[config.mk]
export PLATFORM = sky130hd
export DESIGN_NAME = data_stack_unit
export DESIGN_NICKNAME = d
export VERILOG_FILES = /design/src/rtl/stack_pkg.sv /design/src/rtl/stack_ram.sv /design/src/rtl/data_stack_unit.sv
export SDC_FILE = /design/constraint.sdc
export NUM_CORES = 1
export LEC_CHECK = 0
export ABC_AREA = 0
export BUFFER_PORTS_ARGS = -buffer_cell sky130_fd_sc_hd__buf_2
export CAP_MARGIN = 20
export CORE_MARGIN = 2
export CORE_UTILIZATION = 55
export CTS_CLUSTER_DIAMETER = 120
export DETAILED_ROUTE_END_ITERATION = 7
export GPL_ROUTABILITY_DRIVEN = 0
export PLACE_DENSITY = 0.76
export SLEW_MARGIN = 20
export SYNTH_ARGS = -nofsm -noshare
export SYNTH_HDL_FRONTEND = slang
export SYNTH_SLANG_ARGS = --single-unit
export TNS_END_PERCENT = 10
[constraint.sdc]
create_clock -name clk -period 4.8 [get_ports clk]
set_input_delay 0.48 -clock clk [delete_from_list [all_inputs] [get_ports clk]]
set_output_delay 0.48 -clock clk [all_outputs]
set_load 0.05 [all_outputs]
[src/rtl/stack_pkg.sv]
// Shared opcodes, FSM state encoding and fault codes for the data-stack engine.
// Imported by the stack unit and by the control FSM that issues commands to it.
package stack_pkg;

    localparam logic [2:0] STK_NOP   = 3'd0;
    localparam logic [2:0] STK_PUSH  = 3'd1;
    localparam logic [2:0] STK_POP   = 3'd2;
    localparam logic [2:0] STK_POP2  = 3'd3;
    localparam logic [2:0] STK_DUP   = 3'd4;
    localparam logic [2:0] STK_SWAP  = 3'd5;
    localparam logic [2:0] STK_PEEK  = 3'd6;
    localparam logic [2:0] STK_CLEAR = 3'd7;

    typedef enum logic [2:0] {
        ST_IDLE = 3'd0,
        ST_RD_A = 3'd1,
        ST_RD_B = 3'd2,
        ST_WR_A = 3'd3,
        ST_WR_B = 3'd4,
        ST_RESP = 3'd5
    } state_t;

    localparam logic [1:0] FLT_NONE = 2'd0;
    localparam logic [1:0] FLT_OVF  = 2'd1;
    localparam logic [1:0] FLT_UNF  = 2'd2;

    // Overflow wins over underflow; the two cannot both apply to one command.
    function automatic logic [1:0] fault_code(input logic [2:0] op,
                                              input logic       is_full,
                                              input logic       is_empty,
                                              input logic       below_two);
        logic [1:0] code;
        code = FLT_NONE;
        if ((op == STK_PUSH || op == STK_DUP) && is_full)
            code = FLT_OVF;
        else if ((op == STK_DUP || op == STK_POP || op == STK_PEEK) && is_empty)
            code = FLT_UNF;
        else if ((op == STK_POP2 || op == STK_SWAP) && below_two)
            code = FLT_UNF;
        return code;
    endfunction

endpackage

[src/rtl/stack_ram.sv]
// Single-port DEPTH x DATA_W stack storage, synchronous read (1 cycle), read-first.
// Contents are not reset.
module stack_ram #(
    parameter int DATA_W = 16,
    parameter int DEPTH  = 16,
    parameter int AW     = (DEPTH > 1) ? $clog2(DEPTH) : 1
) (
    input  logic              clk,
    input  logic              we,
    input  logic [AW-1:0]     addr,
    input  logic [DATA_W-1:0] wdata,
    output logic [DATA_W-1:0] rdata
);

    logic [DATA_W-1:0] mem [DEPTH];

    always_ff @(posedge clk) begin
        if (we)
            mem[addr] <= wdata;
        rdata <= mem[addr];
    end

endmodule

[src/rtl/data_stack_unit.sv]
// Operand-stack engine: one command at a time, rsp 1..4 cycles after acceptance.
// cmd_ready is high only in IDLE; no backpressure on the single-cycle response.
module data_stack_unit
    import stack_pkg::*;
#(
    parameter int DATA_W = 16,
    parameter int DEPTH  = 16,
    parameter int PTR_W  = $clog2(DEPTH + 1)
) (
    input  logic              clk,
    input  logic              rst,
    input  logic              cmd_valid,
    output logic              cmd_ready,
    input  logic [2:0]        cmd_op,
    input  logic [DATA_W-1:0] cmd_data,
    output logic              rsp_valid,
    output logic [DATA_W-1:0] rsp_a,
    output logic [DATA_W-1:0] rsp_b,
    output logic              rsp_fault,
    output logic [PTR_W-1:0]  tos_ptr,
    output logic              full,
    output logic              empty,
    output logic              err_ovf,
    output logic              err_unf
);

    localparam int AW = (DEPTH > 1) ? $clog2(DEPTH) : 1;
    localparam logic [PTR_W-1:0] PTR_FULL = PTR_W'(DEPTH);

    state_t            state_q, state_d;
    logic [2:0]        op_q, op_cur;
    logic [DATA_W-1:0] temp_a, temp_b;
    logic [DATA_W-1:0] ram_rdata, ram_wdata;
    logic [AW-1:0]     ram_addr, addr_free, addr_top, addr_second;
    logic              ram_we, accept, enter_resp, flt_now;
    logic [1:0]        flt;

    // Addresses wrap modulo the array size, so tos_ptr==DEPTH still maps top to DEPTH-1.
    assign addr_free   = tos_ptr[AW-1:0];
    assign addr_top    = addr_free - AW'(1);
    assign addr_second = addr_free - AW'(2);

    assign full      = (tos_ptr == PTR_FULL);
    assign empty     = (tos_ptr == '0);
    assign cmd_ready = (state_q == ST_IDLE);
    assign rsp_valid = (state_q == ST_RESP);
    assign accept    = cmd_valid & cmd_ready;
    assign flt       = fault_code(cmd_op, full, empty, tos_ptr < PTR_W'(2));
    assign flt_now   = accept && (flt != FLT_NONE);
    assign op_cur    = cmd_ready ? cmd_op : op_q;

    stack_ram #(.DATA_W(DATA_W), .DEPTH(DEPTH), .AW(AW)) u_ram (
        .clk   (clk),
        .we    (ram_we),
        .addr  (ram_addr),
        .wdata (ram_wdata),
        .rdata (ram_rdata)
    );

    always_ff @(posedge clk or posedge rst) begin
        if (rst)
            state_q <= ST_IDLE;
        else
            state_q <= state_d;
    end

    always_comb begin
        state_d   = state_q;
        ram_we    = 1'b0;
        ram_addr  = addr_top;
        ram_wdata = temp_a;
        case (state_q)
            ST_IDLE: begin
                if (accept) begin
                    if (flt != FLT_NONE) begin
                        state_d = ST_RESP;
                    end else begin
                        case (cmd_op)
                            STK_PUSH: begin
                                ram_we    = 1'b1;
                                ram_addr  = addr_free;
                                ram_wdata = cmd_data;
                                state_d   = ST_RESP;
                            end
                            STK_POP, STK_POP2, STK_DUP, STK_SWAP, STK_PEEK:
                                state_d = ST_RD_A;
                            default:
                                state_d = ST_RESP;
                        endcase
                    end
                end
            end
            ST_RD_A: begin
                case (op_q)
                    STK_POP2, STK_SWAP: begin
                        ram_addr = addr_second;
                        state_d  = ST_RD_B;
                    end
                    STK_DUP: state_d = ST_WR_A;
                    default: state_d = ST_RESP;
                endcase
            end
            ST_RD_B: begin
                // SWAP overlaps the first write-back with capturing the second operand.
                if (op_q == STK_SWAP) begin
                    ram_we   = 1'b1;
                    ram_addr = addr_second;
                    state_d  = ST_WR_B;
                end else begin
                    state_d = ST_RESP;
                end
            end
            ST_WR_A: begin
                ram_we   = 1'b1;
                ram_addr = addr_free;
                state_d  = ST_RESP;
            end
            ST_WR_B: begin
                ram_we    = 1'b1;
                ram_wdata = temp_b;
                state_d   = ST_RESP;
            end
            ST_RESP: state_d = ST_IDLE;
            default: state_d = ST_IDLE;
        endcase
        enter_resp = (state_d == ST_RESP) && (state_q != ST_RESP);
    end

    always_ff @(posedge clk or posedge rst) begin
        if (rst) begin
            op_q      <= STK_NOP;
            temp_a    <= '0;
            temp_b    <= '0;
            tos_ptr   <= '0;
            rsp_a     <= '0;
            rsp_b     <= '0;
            rsp_fault <= 1'b0;
            err_ovf   <= 1'b0;
            err_unf   <= 1'b0;
        end else begin
            if (accept) begin
                op_q <= cmd_op;
                if (flt == FLT_OVF)
                    err_ovf <= 1'b1;
                if (flt == FLT_UNF)
                    err_unf <= 1'b1;
                if (cmd_op == STK_CLEAR) begin
                    err_ovf <= 1'b0;
                    err_unf <= 1'b0;
                end
            end
            if (state_q == ST_RD_A)
                temp_a <= ram_rdata;
            if (state_q == ST_RD_B)
                temp_b <= ram_rdata;
            // Pointer and response registers change on the edge into RESP only.
            if (enter_resp) begin
                rsp_fault <= flt_now;
                if (!flt_now) begin
                    case (op_cur)
                        STK_PUSH:  tos_ptr <= tos_ptr + PTR_W'(1);
                        STK_CLEAR: tos_ptr <= '0;
                        STK_PEEK:  rsp_a   <= ram_rdata;
                        STK_POP: begin
                            rsp_a   <= ram_rdata;
                            tos_ptr <= tos_ptr - PTR_W'(1);
                        end
                        STK_POP2: begin
                            rsp_a   <= temp_a;
                            rsp_b   <= ram_rdata;
                            tos_ptr <= tos_ptr - PTR_W'(2);
                        end
                        STK_DUP: begin
                            rsp_a   <= temp_a;
                            tos_ptr <= tos_ptr + PTR_W'(1);
                        end
                        STK_SWAP: begin
                            rsp_a <= temp_a;
                            rsp_b <= temp_b;
                        end
                        default: ;
                    endcase
                end
            end
        end
    end

endmodule

==> results of run 1 <==
## final cells by class
type | instances | area, µm² | area share
timing repair buffer | 114 | 721 | 0.0422
clock inverter | 11 | 114 | 0.00667
tap | 341 | 427 | 0.0250
inverter | 22 | 83.8 | 0.00491
clock buffer | 52 | 1040 | 0.0608
sequential | 350 | 9960 | 0.584
multi-input combinational | 675 | 4720 | 0.277
## registers in the layout, indices dropped and copies added, names as in the netlist
register	count
err_ovf	1
err_unf	1
op_q	3
rsp_a	16
rsp_b	16
rsp_fault	1
state_q	3
temp_a	16
temp_b	16
tos_ptr	5
u_ram.mem	256
u_ram.rdata	16
## worst reg2reg max path: cells and delay by family, from the launching register on
| family | cells | cell delay [ps] |
|---|---|---|
| AOI/OAI and AO/OA | 5 | 830 |
| and+or+nand+nor | 3 | 830 |
| xor gates and xnor gates | 1 | 190 |
| buffers and inverters | 1 | 190 |
| adders and majority gates | 1 | 480 |
| muxes | 1 | 660 |
| DFF | 1 | 550 |
## routing by layer
metal / wire (µm) / up-vias / share of wire / global-route usage
met5: 0 / - / 0 / 0.0104
met4: 883 / 0 / 0.026 / 0.0754
met3: 2180 / 70 / 0.065 / 0.0416
met2: 15700 / 331 / 0.47 / 0.378
met1: 14800 / 4814 / 0.44 / 0.334
li1: - / 4342 / - / -
## metrics by stage
stage / hold WS, ps / setup WS (ps) / util / instance area (µm²)
after detailed placement: 492 / 983 / 0.593 / 15900
after global placement: 487 / 1070 / 0.593 / 15900
after global routing: 313 / 750 / 0.637 / 17100
after CTS: 284 / 972 / 0.637 / 17100
final: 301 / 963 / 0.637 / 17100
after floorplan: 493 / 288 / - / 15000
## cell usage after synthesis (2+ instances only)
master     count
a211oi_1       2
a21boi_0       2
a21o_1         5
a21oi_1       25
a221o_1       16
a222oi_1      10
a22oi_1        2
a311oi_1       3
a31oi_1       44
and2_1         2
and3_1        65
buf_2         29
buf_4          8
clkbuf_1      33
dfrtp_1       78
dfxtp_1       16
edfxtp_1     256
ha_1           7
inv_1         20
inv_2          2
mux2_2        92
mux2i_1       50
mux2i_2        2
nand2_1      219
nand2b_1       3
nand3_1        3
nand3b_1       2
nand4bb_1      2
nor2_1        19
nor2b_1        4
nor3_1        22
o21a_1         2
o21ai_0        5
o22ai_1        7
o2bb2ai_1      2
o31ai_1        2
o32ai_1       16
or3_1          2
xnor2_1        4
xor2_1         5
## cell families after synthesis
family | synth area share
AO/OA/AOI/OAI | 0.0811
XOR/XNOR | 0.00527
adder cells (fa/ha/maj) | 0.00719
buffers and inverters | 0.0285
flip-flops | 0.665
multiplexers | 0.104
AND/OR/NAND/NOR | 0.108
## worst min-delay path by stage
stage,startpoint,end,depth (start not counted)
6_report,cmd_op[0],err_ovf,2
5_1_grt,cmd_op[0],err_ovf,2
4_1_cts,cmd_op[0],err_ovf,2
3_5_place_dp,rsp_b[13],rsp_b[13],1
3_3_place_gp,rst,rsp_b[6],2
2_1_floorplan,u_ram.rdata[10],temp_a[10],1
## repair_timing
action,4_1_cts,5_1_grt
resized for setup,0,0
endpoints found under the hold margin,25,0
hold buffers,1,0
buffers inserted,0,0
==> metrics.txt, run 1 <==
max cap viols=0; Slew headroom=0.357; endpoint type of the worst setup path=flip-flop; clock sink count=350; CP Data Arrival Time=4230 ps; crit path max fanout=15; DP HPWL=21600 µm; clk_lat worst skew=520 ps; GR Overflow Total=0; final hold vios=0; CP max stage delay=660 ps; final non-filler cell total=1565; Post-DRT Antenna Nets=0; clock transition at the registers of the reported paths=60 ps; register area share after synthesis=0.665; outcome=completed; nets=1229; syn nets=1149; ant diodes=0; worst min path class=in2reg; crit path from=state_q[1]; Post-synth top flop=edfxtp_1; Max clock buf depth=3; first-pass GRT wire length=52800 µm; CTS Root Cell=clkbuf_16; setup TNS=0 ps; FF+latch count, synth=350; CTS tree=yes; Area Overhead vs Synth=14.0%; DR iter-0 viols=1152; Post-Syn Instances=1119; CTS buffer count=36; clock skew=24.2 ps; DRC viols=0; final WL=33600 µm; Synth top area share=0.514; FF-to-FF path depth=12; CP required=5190 ps; Post-synth EDFFs=256; synth top area cells=edfxtp_1 51%, dfrtp_1 13%, mux2_2 6.9%; largest net degree at the start of global routing=129; Tcrit/Tclk final=0.799; Pre-antenna DRT Iters=6; Startpoint Class=flip-flop; Port Buffer Count=65; worst path cell trace=or3_1, inv_1, mux2i_1, xor2_1, nand2_1, fa_1, a21o_1, a21o_1, nand2_1, o21ai_0, a31o_2, o21a_1; syn_area_per_cell=13.4 µm²; Slowest cell on crit path=mux2i_1; initial antenna violation count=0; filler cell count=1969; vias in the first global route=9417; Synth async-reset ratio=0.223; Cell variety after synth=71; DR WL/cell=21.5 µm; critical path depth in cells=12; Starting Density=0.559; Synth warnings=0; RSZ-0062 raised after global routing=false; Setup crit end=tos_ptr[4]; Worst path top cell family by delay=simple AND/OR/NAND/NOR gates; most frequent cells in the layout=256 x edfxtp_1, 219 x nand2_1, 92 x mux2_2; mapped cell area=15000 µm²; H-Tree Depth=2; worst path bufs/invs=1; die height=169 µm; commonest non-fill, non-tap cell in the layout=edfxtp_1; row cnt=60; Die W=169 µm; largest area contributor in the netlist=edfxtp_1; core area=26800 µm²; die area=28600 µm²; fin. max-slew vios=0; Vias/cell=6.11; Max Fclk=261 MHz; r2r endpoint=tos_ptr[4]; Total GRT Usage=0.237; I/O pin count=66; Period minus WS final=3840 ps; critical path class=reg2reg; fraction of layout cells with a size suffix above 1=0.238; slew of the pin with the lowest slew margin=961 ps; Vias=9557; Critical R2R Launch=state_q[1]; final setup violation count=0; Placed Instances=1501; reg2reg setup slack=960 ps
Power of run 1 is left out: the tool's default activity adds up to more than one toggle a clock period on the data nets, which glitch-free logic cannot reach.
==> run 2, diff against run 1 <==
--- a/config.mk
+++ b/config.mk
@@ -5,7 +5,7 @@
 export SDC_FILE = /design/constraint.sdc
 export NUM_CORES = 1
 export LEC_CHECK = 0
-export ABC_AREA = 0
+export ABC_AREA = 1
 export BUFFER_PORTS_ARGS = -buffer_cell sky130_fd_sc_hd__buf_2
 export CAP_MARGIN = 20
 export CORE_MARGIN = 2
@@ -13,7 +13,7 @@
 export CTS_CLUSTER_DIAMETER = 120
 export DETAILED_ROUTE_END_ITERATION = 7
 export GPL_ROUTABILITY_DRIVEN = 0
-export PLACE_DENSITY = 0.76
+export PLACE_DENSITY = 0.79
 export SLEW_MARGIN = 20
 export SYNTH_ARGS = -nofsm -noshare
 export SYNTH_HDL_FRONTEND = slang
==> constraint.sdc (replaced) <==
create_clock -name clk -period 3.3 [get_ports clk]
set_input_delay 0.33 -clock clk [delete_from_list [all_inputs] [get_ports clk]]
set_output_delay 0.33 -clock clk [all_outputs]
set_load 0.05 [all_outputs]
==> metrics.txt, run 2 <==
final setup margin=240 ps; syn_area_per_cell=9.42 µm²; final hold vios=0; vias in the first global route=11400; fin area=18000 µm²; CP required=3680 ps; Max clock buf depth=3; hold path depth=3; mapped cell area=15900 µm²; FF-to-FF path depth=17; setup TNS=0 ps; synth cell count leaders=745 x nand2_1, 256 x edfxtp_1, 144 x nand3_1, 112 x o21ai_0, 102 x inv_1; wl on met1=15600 µm; min-delay src=cmd_op[2]; nets=1799; Cell variety after synth=39; syn nets=1722; RSZ-0062 raised after global routing=false; most frequent cells in the layout=743 x nand2_1, 256 x edfxtp_1, 144 x nand3_1; fin. max-slew vios=0; endpoint type of the worst setup path=flip-flop; H-Tree Depth=2; CTS tree=yes; DR iter-0 viols=1410; Total GRT Usage=0.252; Synth async-reset ratio=0.223; Biggest register=u_ram.mem; largest net degree at the start of global routing=129; clock sink count=350; initial antenna violation count=0; area post-placement=16800 µm²; ant diodes=0; Starting Density=0.557; fin util=0.627; Post-CTS Resized=0; register area share after synthesis=0.625; core area=28600 µm²; FF+latch count, synth=350; CP Data Arrival Time=3440 ps; commonest non-fill, non-tap cell in the layout=nand2_1; Synth warnings=0; top layer in use=met4; CTS buffer count=37; Die W=174 µm; Tcrit/Tclk final=0.927; synth top area cells=edfxtp_1 48%, nand2_1 18%, dfrtp_1 12%; outcome=completed; DRC viols=0; crit path max fanout=8; clk_lat worst skew=520 ps; worst hold endpoint=op_q[2]; Vias=11900; Post-Syn Instances=1692; DR WL/cell=17.4 µm; Post-synth top flop=edfxtp_1; Place WS=227 ps; fraction of layout cells with a size suffix above 1=0.134; Post-synth EDFFs=256; clock transition at the registers of the reported paths=60 ps; most frequent cell after synthesis=nand2_1; DP HPWL=22800 µm; max cap viols=0; row cnt=62; first-pass GRT wire length=60200 µm; max FFs per register=256; Synth top area share=0.482; die height=174 µm; met3 WL post-DR=3290 µm; Period minus WS final=3060 ps; r2r endpoint=tos_ptr[4]; Critical R2R Launch=state_q[2]; critical path class=reg2reg; clock skew=13.8 ps; final setup violation count=0; slew of the pin with the lowest slew margin=798 ps; final WL=38000 µm; largest area contributor in the netlist=edfxtp_1; CTS Root Cell=clkbuf_16; Slew headroom=0.468; worst min path class=in2reg; Vias/cell=5.45; GR Overflow Total=0; Startpoint Class=flip-flop; Post-DRT Antenna Nets=0; reg2reg setup slack=240 ps; met2 wire len=18000 µm; I/O pin count=66; die area=30400 µm²; Port Buffer Count=65; Pre-antenna DRT Iters=5; Area Overhead vs Synth=12.7%; Max Fclk=327 MHz
-- run 2: cell types whose count changed after synthesis, moves of 18 or more --
cell     change
inv_1       +82
inv_2       +18
nor2_1      +20
a31oi_1     -43
nand2_1    +526
mux2_2      -92
o21ai_0    +107
and3_1      -65
nor3_1      -19
nand3_1    +141
mux2i_1     -50
-- run 2: stage by stage --
step / std cells / hold WS [ps]
global placement: 2112 / 424
finish: 2181 / 86.6
detailed placement: 2112 / 422
CTS: 2180 / 63.5
floorplan: 1692 / 451
global route: 2181 / 99.1
-- run 2: logic make-up (layout without fill, tap and decap cells) --
| kind of cell | count (synthesis) | count (layout) | synth area share |
|---|---|---|---|
| fa+ha+maj | 8 | 8 | 0.00675 |
| compound gates | 160 | 160 | 0.0561 |
| simple gates | 960 | 960 | 0.249 |
| buf+inv | 209 | 314 | 0.0601 |
| flops | 350 | 350 | 0.625 |
| xor+xnor | 5 | 5 | 0.00275 |
-- run 2: final cells by class --
type	count	area, µm²
Inverter	124	469
Timing Repair Buffer	123	838
Multi-Input combinational cell	1133	5100
Fill cell	2213	10700
Clock buffer	53	1040
Tap cell	384	480
Sequential cell	350	9960
Clock inverter	14	77.6
-- run 2: timing repair --
item / in CTS / in global routing
endpoints found under the setup margin: 0 / 37
hold buffers: 1 / 0
hold endpoints to repair: 35 / 0
buffers inserted: 0 / 1
-- run 2: how the worst max path moves through the flow --
stage,endpoint,depth (start not counted),startpoint
after floorplan,u_ram.mem[10][0],14,tos_ptr[1]
after global placement,tos_ptr[4],16,state_q[1]
after detailed placement,tos_ptr[4],16,state_q[1]
after CTS,u_ram.mem[6][6],12,state_q[1]
after global routing,u_ram.rdata[15],16,tos_ptr[1]
final,tos_ptr[4],17,state_q[2]
-- run 2: routing by layer --
layer	vias to the layer above	track usage
met5	-	0
met4	0	0.0910
met3	84	0.0348
met2	531	0.416
met1	5568	0.344
li1	5707	-
-- run 2: worst max-delay path: stages, from the launching register on --
cell     delay (ps)
dfrtp_1         510
inv_2           130
nand2_2         180
inv_2           110
nand2_1         110
o21ai_2         110
nor2_1          170
nand2_1         110
o21ai_1         160
inv_2           120
fa_1            390
nand2_1          90
a21oi_1          70
nor2_1          130
xor2_1          210
o22ai_1         120
a21oi_1         130
a21oi_1          80
Power of run 2 is left out for the same reason.
